==> src/rtl/clkdiv_toggle_gen_if.sv <==
// Control and edge-toggle output bundle for clkdiv_toggle_gen.
// The master drives run/divisor controls and the slave returns the toggles, strobes and running flag.
interface clkdiv_toggle_gen_if #(
    parameter int W_DIV = 8
);
    logic             en;
    logic [W_DIV-1:0] div;
    logic             div_update;
    logic             rise_tog;
    logic             fall_tog;
    logic             rise_pulse;
    logic             fall_pulse;
    logic             running;

    modport master (
        output en, div, div_update,
        input  rise_tog, fall_tog, rise_pulse, fall_pulse, running
    );

    modport slave (
        input  en, div, div_update,
        output rise_tog, fall_tog, rise_pulse, fall_pulse, running
    );
endinterface

==> src/rtl/clkdiv_toggle_gen.sv <==
// Programmable clock divider emitting the output clock as a rise/fall toggle pair.
// The output clock is rise_tog ^ fall_tog; only one toggle changes per clk edge.
module clkdiv_toggle_gen #(
    parameter int W_DIV = 8
) (
    input  logic                clk,
    input  logic                rst,
    clkdiv_toggle_gen_if.slave  bus
);

    typedef enum logic [1:0] {
        ST_IDLE = 2'd0,
        ST_HIGH = 2'd1,
        ST_LOW  = 2'd2
    } state_t;

    localparam logic [W_DIV-1:0] DIV_MIN = W_DIV'(2);
    localparam logic [W_DIV-1:0] CTR_ONE = W_DIV'(1);

    // Divisors 0 and 1 cannot form a high and a low phase, so they clamp to 2.
    function automatic logic [W_DIV-1:0] eff_div(input logic [W_DIV-1:0] d);
        return (d < DIV_MIN) ? DIV_MIN : d;
    endfunction

    function automatic logic [W_DIV-1:0] high_len(input logic [W_DIV-1:0] ne);
        return ne - (ne >> 1);
    endfunction

    function automatic logic [W_DIV-1:0] low_len(input logic [W_DIV-1:0] ne);
        return ne >> 1;
    endfunction

    state_t           state_q,       state_d;
    logic [W_DIV-1:0] ctr_q,         ctr_d;
    logic [W_DIV-1:0] div_pending_q, div_pending_d;
    logic [W_DIV-1:0] div_active_q,  div_active_d;
    logic             rise_tog_q,    rise_tog_d;
    logic             fall_tog_q,    fall_tog_d;
    logic             rise_pulse_q,  rise_pulse_d;
    logic             fall_pulse_q,  fall_pulse_d;
    logic             running_q,     running_d;
    logic             start_rise;

    always_comb begin
        state_d       = state_q;
        ctr_d         = ctr_q;
        div_pending_d = bus.div_update ? bus.div : div_pending_q;
        div_active_d  = div_active_q;
        rise_tog_d    = rise_tog_q;
        fall_tog_d    = fall_tog_q;
        rise_pulse_d  = 1'b0;
        fall_pulse_d  = 1'b0;
        running_d     = running_q;
        start_rise    = 1'b0;

        unique case (state_q)
            ST_IDLE: begin
                start_rise = bus.en;
            end
            ST_HIGH: begin
                if (ctr_q == '0) begin
                    state_d      = ST_LOW;
                    fall_tog_d   = ~fall_tog_q;
                    fall_pulse_d = 1'b1;
                    ctr_d        = low_len(eff_div(div_active_q)) - CTR_ONE;
                end else begin
                    ctr_d = ctr_q - CTR_ONE;
                end
            end
            ST_LOW: begin
                // en is only consulted at the end of LOW, so a stop never truncates a phase.
                if (ctr_q == '0) begin
                    if (bus.en) begin
                        start_rise = 1'b1;
                    end else begin
                        state_d   = ST_IDLE;
                        running_d = 1'b0;
                    end
                end else begin
                    ctr_d = ctr_q - CTR_ONE;
                end
            end
            default: begin
                state_d = ST_IDLE;
            end
        endcase

        // A new period adopts the pending divisor; the period in flight never sees it.
        if (start_rise) begin
            state_d      = ST_HIGH;
            div_active_d = div_pending_q;
            ctr_d        = high_len(eff_div(div_pending_q)) - CTR_ONE;
            rise_tog_d   = ~rise_tog_q;
            rise_pulse_d = 1'b1;
            running_d    = 1'b1;
        end
    end

    always_ff @(posedge clk) begin
        if (rst) begin
            state_q       <= ST_IDLE;
            ctr_q         <= '0;
            div_pending_q <= DIV_MIN;
            div_active_q  <= DIV_MIN;
            rise_tog_q    <= 1'b0;
            fall_tog_q    <= 1'b0;
            rise_pulse_q  <= 1'b0;
            fall_pulse_q  <= 1'b0;
            running_q     <= 1'b0;
        end else begin
            state_q       <= state_d;
            ctr_q         <= ctr_d;
            div_pending_q <= div_pending_d;
            div_active_q  <= div_active_d;
            rise_tog_q    <= rise_tog_d;
            fall_tog_q    <= fall_tog_d;
            rise_pulse_q  <= rise_pulse_d;
            fall_pulse_q  <= fall_pulse_d;
            running_q     <= running_d;
        end
    end

    assign bus.rise_tog   = rise_tog_q;
    assign bus.fall_tog   = fall_tog_q;
    assign bus.rise_pulse = rise_pulse_q;
    assign bus.fall_pulse = fall_pulse_q;
    assign bus.running    = running_q;

endmodule

==> src/flat_wrapper.sv <==
// flat-port wrapper written by rule: the top's interface ports become plain ports
module clkdiv_toggle_gen_flat 
#(
    parameter int W_DIV = 8
)
  (clk, rst, bus_en, bus_div, bus_div_update, bus_rise_tog, bus_fall_tog, bus_rise_pulse, bus_fall_pulse, bus_running);
  clkdiv_toggle_gen_if #(.W_DIV(W_DIV)) bus_i ();
  input  logic clk;
  input  logic rst;
  input wire logic [$bits(bus_i.en)-1:0] bus_en;
  input wire logic [$bits(bus_i.div)-1:0] bus_div;
  input wire logic [$bits(bus_i.div_update)-1:0] bus_div_update;
  output wire logic [$bits(bus_i.rise_tog)-1:0] bus_rise_tog;
  output wire logic [$bits(bus_i.fall_tog)-1:0] bus_fall_tog;
  output wire logic [$bits(bus_i.rise_pulse)-1:0] bus_rise_pulse;
  output wire logic [$bits(bus_i.fall_pulse)-1:0] bus_fall_pulse;
  output wire logic [$bits(bus_i.running)-1:0] bus_running;
  assign bus_i.en = bus_en;
  assign bus_i.div = bus_div;
  assign bus_i.div_update = bus_div_update;
  assign bus_rise_tog = bus_i.rise_tog;
  assign bus_fall_tog = bus_i.fall_tog;
  assign bus_rise_pulse = bus_i.rise_pulse;
  assign bus_fall_pulse = bus_i.fall_pulse;
  assign bus_running = bus_i.running;
  clkdiv_toggle_gen #(.W_DIV(W_DIV)) u_core (.clk(clk), .rst(rst), .bus(bus_i));
endmodule
==> config.mk <==
export PLATFORM = sky130hd
export DESIGN_NAME = clkdiv_toggle_gen_flat
export DESIGN_NICKNAME = d
export VERILOG_FILES = /design/src/rtl/clkdiv_toggle_gen_if.sv /design/src/rtl/clkdiv_toggle_gen.sv /design/src/flat_wrapper.sv
export SDC_FILE = /design/constraint.sdc
export NUM_CORES = 1
export LEC_CHECK = 0
export ABC_AREA = 1
export CAP_MARGIN = 5
export CORE_UTILIZATION = 58
export CTS_CLUSTER_DIAMETER = 40
export DETAILED_ROUTE_END_ITERATION = 16
export HOLD_SLACK_MARGIN = 0.1
export PLACE_DENSITY = 0.91
export REMOVE_ABC_BUFFERS = 1
export SLEW_MARGIN = 20
export SYNTH_ARGS = -nofsm -noshare
export SYNTH_HDL_FRONTEND = slang
export SYNTH_SLANG_ARGS = --single-unit
==> constraint.sdc <==
create_clock -name clk -period 3 [get_ports clk]
set_clock_uncertainty 0.2 [all_clocks]
set_input_delay 0.75 -clock clk [delete_from_list [all_inputs] [get_ports clk]]
set_output_delay 0.75 -clock clk [all_outputs]
set_load 0.1 [all_outputs]
### Word level (Yosys, flattened, before mapping)

Index checks and enable logic that the tools add are counted.

* add/subtract/negate cells: 4
* muxes and demuxes: 20
* reduce and logical (&&, ||, !) cells: 12
* order comparisons: 2
* bitwise logic cells: 4
* equality and inequality tests: 11

Operators with widths (number)
* 2-to-1 mux 8 bit: 5
* less-than comparator 8 x 2 -> 1 bit (second input constant): 2
* case mux 8 bit (2 select lines): 1
* subtractor 8 x 1 -> 8 bit (second input constant): 2
* 2-to-1 mux 1 bit: 9
* logical NOT 8 bit: 1
* != test 2 x 1 -> 1 bit (second input constant): 4
* AND reduction 4 bit: 2
* subtractor 7 x 1 -> 8 bit (second input constant): 1
* subtractor 8 x 7 -> 8 bit: 1
* 2-to-1 mux 2 bit: 3
* != test 3 x 1 -> 1 bit (second input constant): 2
* != test 3 x 2 -> 1 bit (second input constant): 2
* case mux 2 bit (3 select lines): 1
* inverter 1 bit: 4
* AND reduction 2 bit: 2
* nonzero test 2 bit: 2
* OR reduction 2 bit: 2
* AND reduction 3 bit: 1
* nonzero test 3 bit: 1
* == test 2 x 1 -> 1 bit (second input constant): 1
* == test 2 bit (second input constant): 1
* logical NOT 2 bit: 1
* != test 2 bit (second input constant): 1
* case mux 1 bit (2 select lines): 1

* bits in registers: 31
* input port bits: 12
* logic and storage cells: 63
* output and inout bits: 5

### Logic depth before layout (Yosys ltp)

* depth in word-level cells: 6
* gate-level depth with buffers: 16
* mapped depth without buffers: 16

### Least setup slack after synthesis

No wires, ideal clock.

* kind: reg2reg
* start: register u_core.div_pending_q[6]
* end: register u_core.ctr_q[4]
* stages on the path, launching flop included: 16
* setup time: 0.115 ns
* required time: 2.685 ns
* period minus slack after synthesis: 2.255 ns
* buffers on the path: 0
* arrival: 1.941 ns
* slack: 0.745 ns
* path through: dfxtp_1 > inv_1 > ha_1 > nand3_1 > nand2_1 > inv_1 > ha_1 > inv_1 > fa_1 > inv_1 > nand3_1 > nand3_1 > xnor2_1 > o21ai_1 > nor2_1 > nor2_1

* cells in the longest elaborated chain, start to end: 5

Ends and longest elaborated chain
* start, declared: RTL line clkdiv_toggle_gen.sv:35 `logic [W_DIV-1:0] div_pending_q, div_pending_d;`
* start signal, assigned: RTL line clkdiv_toggle_gen.sv:113 `div_pending_q <= div_pending_d;`
* less-than comparator 8 x 2 -> 1 bit: RTL line clkdiv_toggle_gen.sv:22 `return (d < DIV_MIN) ? DIV_MIN : d;`
* 2-to-1 mux 8 bit: RTL line clkdiv_toggle_gen.sv:22
* subtractor 8 x 7 -> 8 bit: RTL line clkdiv_toggle_gen.sv:26 `return ne - (ne >> 1);`
* subtractor 8 x 1 -> 8 bit: RTL line clkdiv_toggle_gen.sv:92 `ctr_d = high_len(eff_div(div_pending_q)) - CTR_ONE;`
* 2-to-1 mux 8 bit: RTL line clkdiv_toggle_gen.sv:89 `if (start_rise) begin`
* end signal, assigned: RTL line clkdiv_toggle_gen.sv:112 `ctr_q <= ctr_d;`
* end, declared: RTL line clkdiv_toggle_gen.sv:34 `logic [W_DIV-1:0] ctr_q, ctr_d;`

Every way passes these cells.
A chain may end at the register's enable or synchronous reset.

### Final worst setup path

* start: register u_core.div_pending_q[7]
* end: register u_core.ctr_q[6]

* cells in the longest elaborated chain, start to end: 5

Ends and longest elaborated chain (RTL line)
* less-than comparator 8 x 2 -> 1 bit: clkdiv_toggle_gen.sv:22
* 2-to-1 mux 8 bit (*): clkdiv_toggle_gen.sv:22
* subtractor 8 x 7 -> 8 bit (*): clkdiv_toggle_gen.sv:26
* subtractor 8 x 1 -> 8 bit (*): clkdiv_toggle_gen.sv:92
* 2-to-1 mux 8 bit (*): clkdiv_toggle_gen.sv:89

Mark *: on every way between the ends. The rest lies on a longest branch, timed or not.

==> results.yml <==
floorplan:
  pin_count: 17
  start_util: 0.6227
  num_rows: 21
  dieArea_um2: 3914
  core_area_um2: 3416
  fp.dieH_um: 62.56
  die_w_um: 62.56
routing:
  vias: 1930
  routed_wl_mm: 4.448
  dr.pass1.iters: 4
  route.detailed.drc: 0
  drt_iter0_drc: 101
  wl_per_cell_um: 11.99
  postRouteAntennaNets: 0
  viasPerCell: 5.202
worst_setup_path:
  cp.arrival_ns: 2.49
  worst_setup_path_end_kind: "flop"
  startpoint_type: "flop"
  required_ns: 3.05
  path_class: "flop to flop"
  path_max_fanout: 4
power_and_ir_drop:
  comb_power_share: 0.460
  peakVddDrop_v: 0.0004018
  total_leakage_power_nw: 1.196
  power.switching_uw: 600.7
  switching_share: 0.4347
  power_density_nw_per_um2: 580.7
  intPower_uw: 781.1
  pwr-share-seq: 0.353
  pwr-share-clk: 0.187
global_routing:
  grt.total_usage: 0.2549
  grt_pass1_wl_mm: 7.852
  grt_max_degree: 15
  grt_pass1_vias: 1813
  antenna_found_initial: 0
  overflow: 0
clock_tree:
  hold_buffers: 0
  clk_latency_ns: 0.34
  cts_setup_buffers: 0
  cts_made_buffers: 5
  cts_resized: 0
  clockBufferDepth: 2
  cts_sinks: 30
  path_clk_slew_ns: 0.10
  root_buffer: "clkbuf_4"
  cts_tree: "yes"
  cts_max_level: 2
sta:
  holdWs_ns: 0.2827
  rsz0062_at_grt: "no"
  relSlewSlack: 0.6211
  max_slew.worst_pin.slew_ns: 0.5639
  finalSetupViolCount: 0
  fin_setup_tns_ns: 0
  fin_crit_ns: 2.443
  slew_violations: 0
  postLayoutSetupSlackWorst_ns: 0.5573
  hold_viol: 0
  max_freq_mhz: 409.4
  fin_crit_sh: 0.8142
synth:
  syn_area_per_cell_um2: 6.951
  yosysUniqueCellTypes: 30
  syn_inst: 306
  synthAdderAreaFrac: 0.09176
  synth_top_family_by_area: "simple AND/OR/NAND/NOR gates"
  synth_compound_area_frac: 0.1353
  synth-seq-area-share: 0.2824
  synthXorXnorAreaFrac: 0.02882
  ys_ff_latch: 30
  synthMuxAreaShare: 0
  syn_area_um2: 2127
  ys_warn_count: 0
  synthSimpleGateAreaFrac: 0.3506
placed_design:
  gp_congestion: 0.8620
  io_buffers: 16
  post-place-ws_ns: 0.5606
  dp_hpwl_mm: 3.561
  place_area_um2: 2316
status:
  status: "complete, no violations"
finish:
  n_antenna_cell: 0
  n_fill_cell: 283
  final_common_cell: "nand2_1"
  fin_area_um2: 2380
  most-common-layout-cells: "nand2_1 (68), inv_1 (53), nand3_1 (33), dfxtp_1 (30), nor2_1 (21)"
  syn2layout_area_growth_pct: 11.88
  fin_nets: 351
  drive_above_1_share: 0.1385
run:
  maxCapViolCount: 0
min_path:
  hold_path.class: "flop to flop"
## cells in the mapped netlist (all sizes together)
cell | count | area, um^2
nor2 | 26 | 152.7
or2 | 1 | 6.260
o21a | 1 | 7.510
o211ai | 1 | 7.510
ha | 14 | 175.2
a22oi | 1 | 12.51
clkbuf | 5 | 18.77
a21oi | 17 | 96.35
xor2 | 5 | 43.79
buf | 1 | 5.000
xnor2 | 2 | 17.52
nand3 | 35 | 185.2
o22ai | 6 | 75.07
nor3 | 2 | 10.01
inv | 56 | 212.7
nand4 | 8 | 50.05
fa | 1 | 20.02
o21ai | 17 | 88.83
dfxtp | 30 | 600.6
nand2 | 77 | 341.6
## worst max-delay path, stage by stage (launching register included)
cell     delay [ns]
dfxtp_1        0.35
inv_1          0.10
ha_1           0.19
nand3_1        0.11
nand2_1        0.09
inv_1          0.11
ha_1           0.19
inv_1          0.06
fa_1           0.36
inv_1          0.11
nand4_1        0.13
nand3_1        0.09
nand2_1        0.05
nand3_1        0.06
nand3_1        0.08
nand2_1        0.06
inv_1          0.03
## flip-flops by register name, summed over array words and instances (netlist names)
name                   cells
u_core.div_pending_q       8
u_core.bus.fall_tog        1
u_core.bus.running         1
u_core.div_active_q        7
u_core.state_q             2
u_core.bus.fall_pulse      1
u_core.ctr_q               8
u_core.bus.rise_pulse      1
u_core.bus.rise_tog        1
## final timing paths
path                                              start                 end  slack [ns]  cells past startpoint
worst max-delay path            u_core.div_pending_q[7]     u_core.ctr_q[6]        0.56                     16
worst min-delay path                 u_core.bus.running  u_core.bus.running        0.28                      2
worst max register to register  u_core.div_pending_q[7]     u_core.ctr_q[6]        0.56                     16
worst min register to register       u_core.bus.running  u_core.bus.running        0.28                      2
## cell families (layout without fill, tap and decap cells)
logic type / after synthesis / in the layout
compound gates: 43 / 43
xor+xnor: 7 / 7
fa+ha+maj: 15 / 15
buf+inv: 62 / 81
flops: 30 / 30
simple gates: 149 / 149
## layout make-up
| type | count | area [um^2] | area share |
|---|---|---|---|
| Inverter | 56 | 212.7 | 0.08938 |
| Timing Repair Buffer | 17 | 155.1 | 0.06519 |
| Clock inverter | 2 | 12.51 | 0.005258 |
| Tap cell | 46 | 57.56 | 0.02419 |
| Multi-Input combinational cell | 214 | 1290 | 0.5421 |
| Clock buffer | 6 | 51.30 | 0.02156 |
| Sequential cell | 30 | 600.6 | 0.2524 |
## metrics by stage
step                power [mW]  utilization  std cells
floorplan               0.9960            -        300
global placement         1.113       0.6780        363
detailed placement       1.127       0.6780        363
CTS                      1.386       0.6967        371
global route             1.489       0.6967        371
finish                   1.382       0.6967        371
## per-layer routing
layer  up-vias  part of all wire  GRT usage  wire (um)
met3        12             0.051    0.05109        227
met4         0             0.022     0.1134         97
li1       1019                 -          -          -
met5         -                 0          0          0
met1       843              0.44     0.2983       1947
met2        56              0.49     0.4457       2176
## power groups by stage
stage	sequential (mW)	combinational, mW	clock [mW]
3_5_place_dp	0.496	0.631	0
6_report	0.487	0.636	0.258
4_1_cts	0.487	0.635	0.265
3_3_place_gp	0.493	0.621	0
5_1_grt	0.493	0.712	0.284
2_1_floorplan	0.535	0.461	0
No activity file was read; power rests on OpenSTA's default activity.
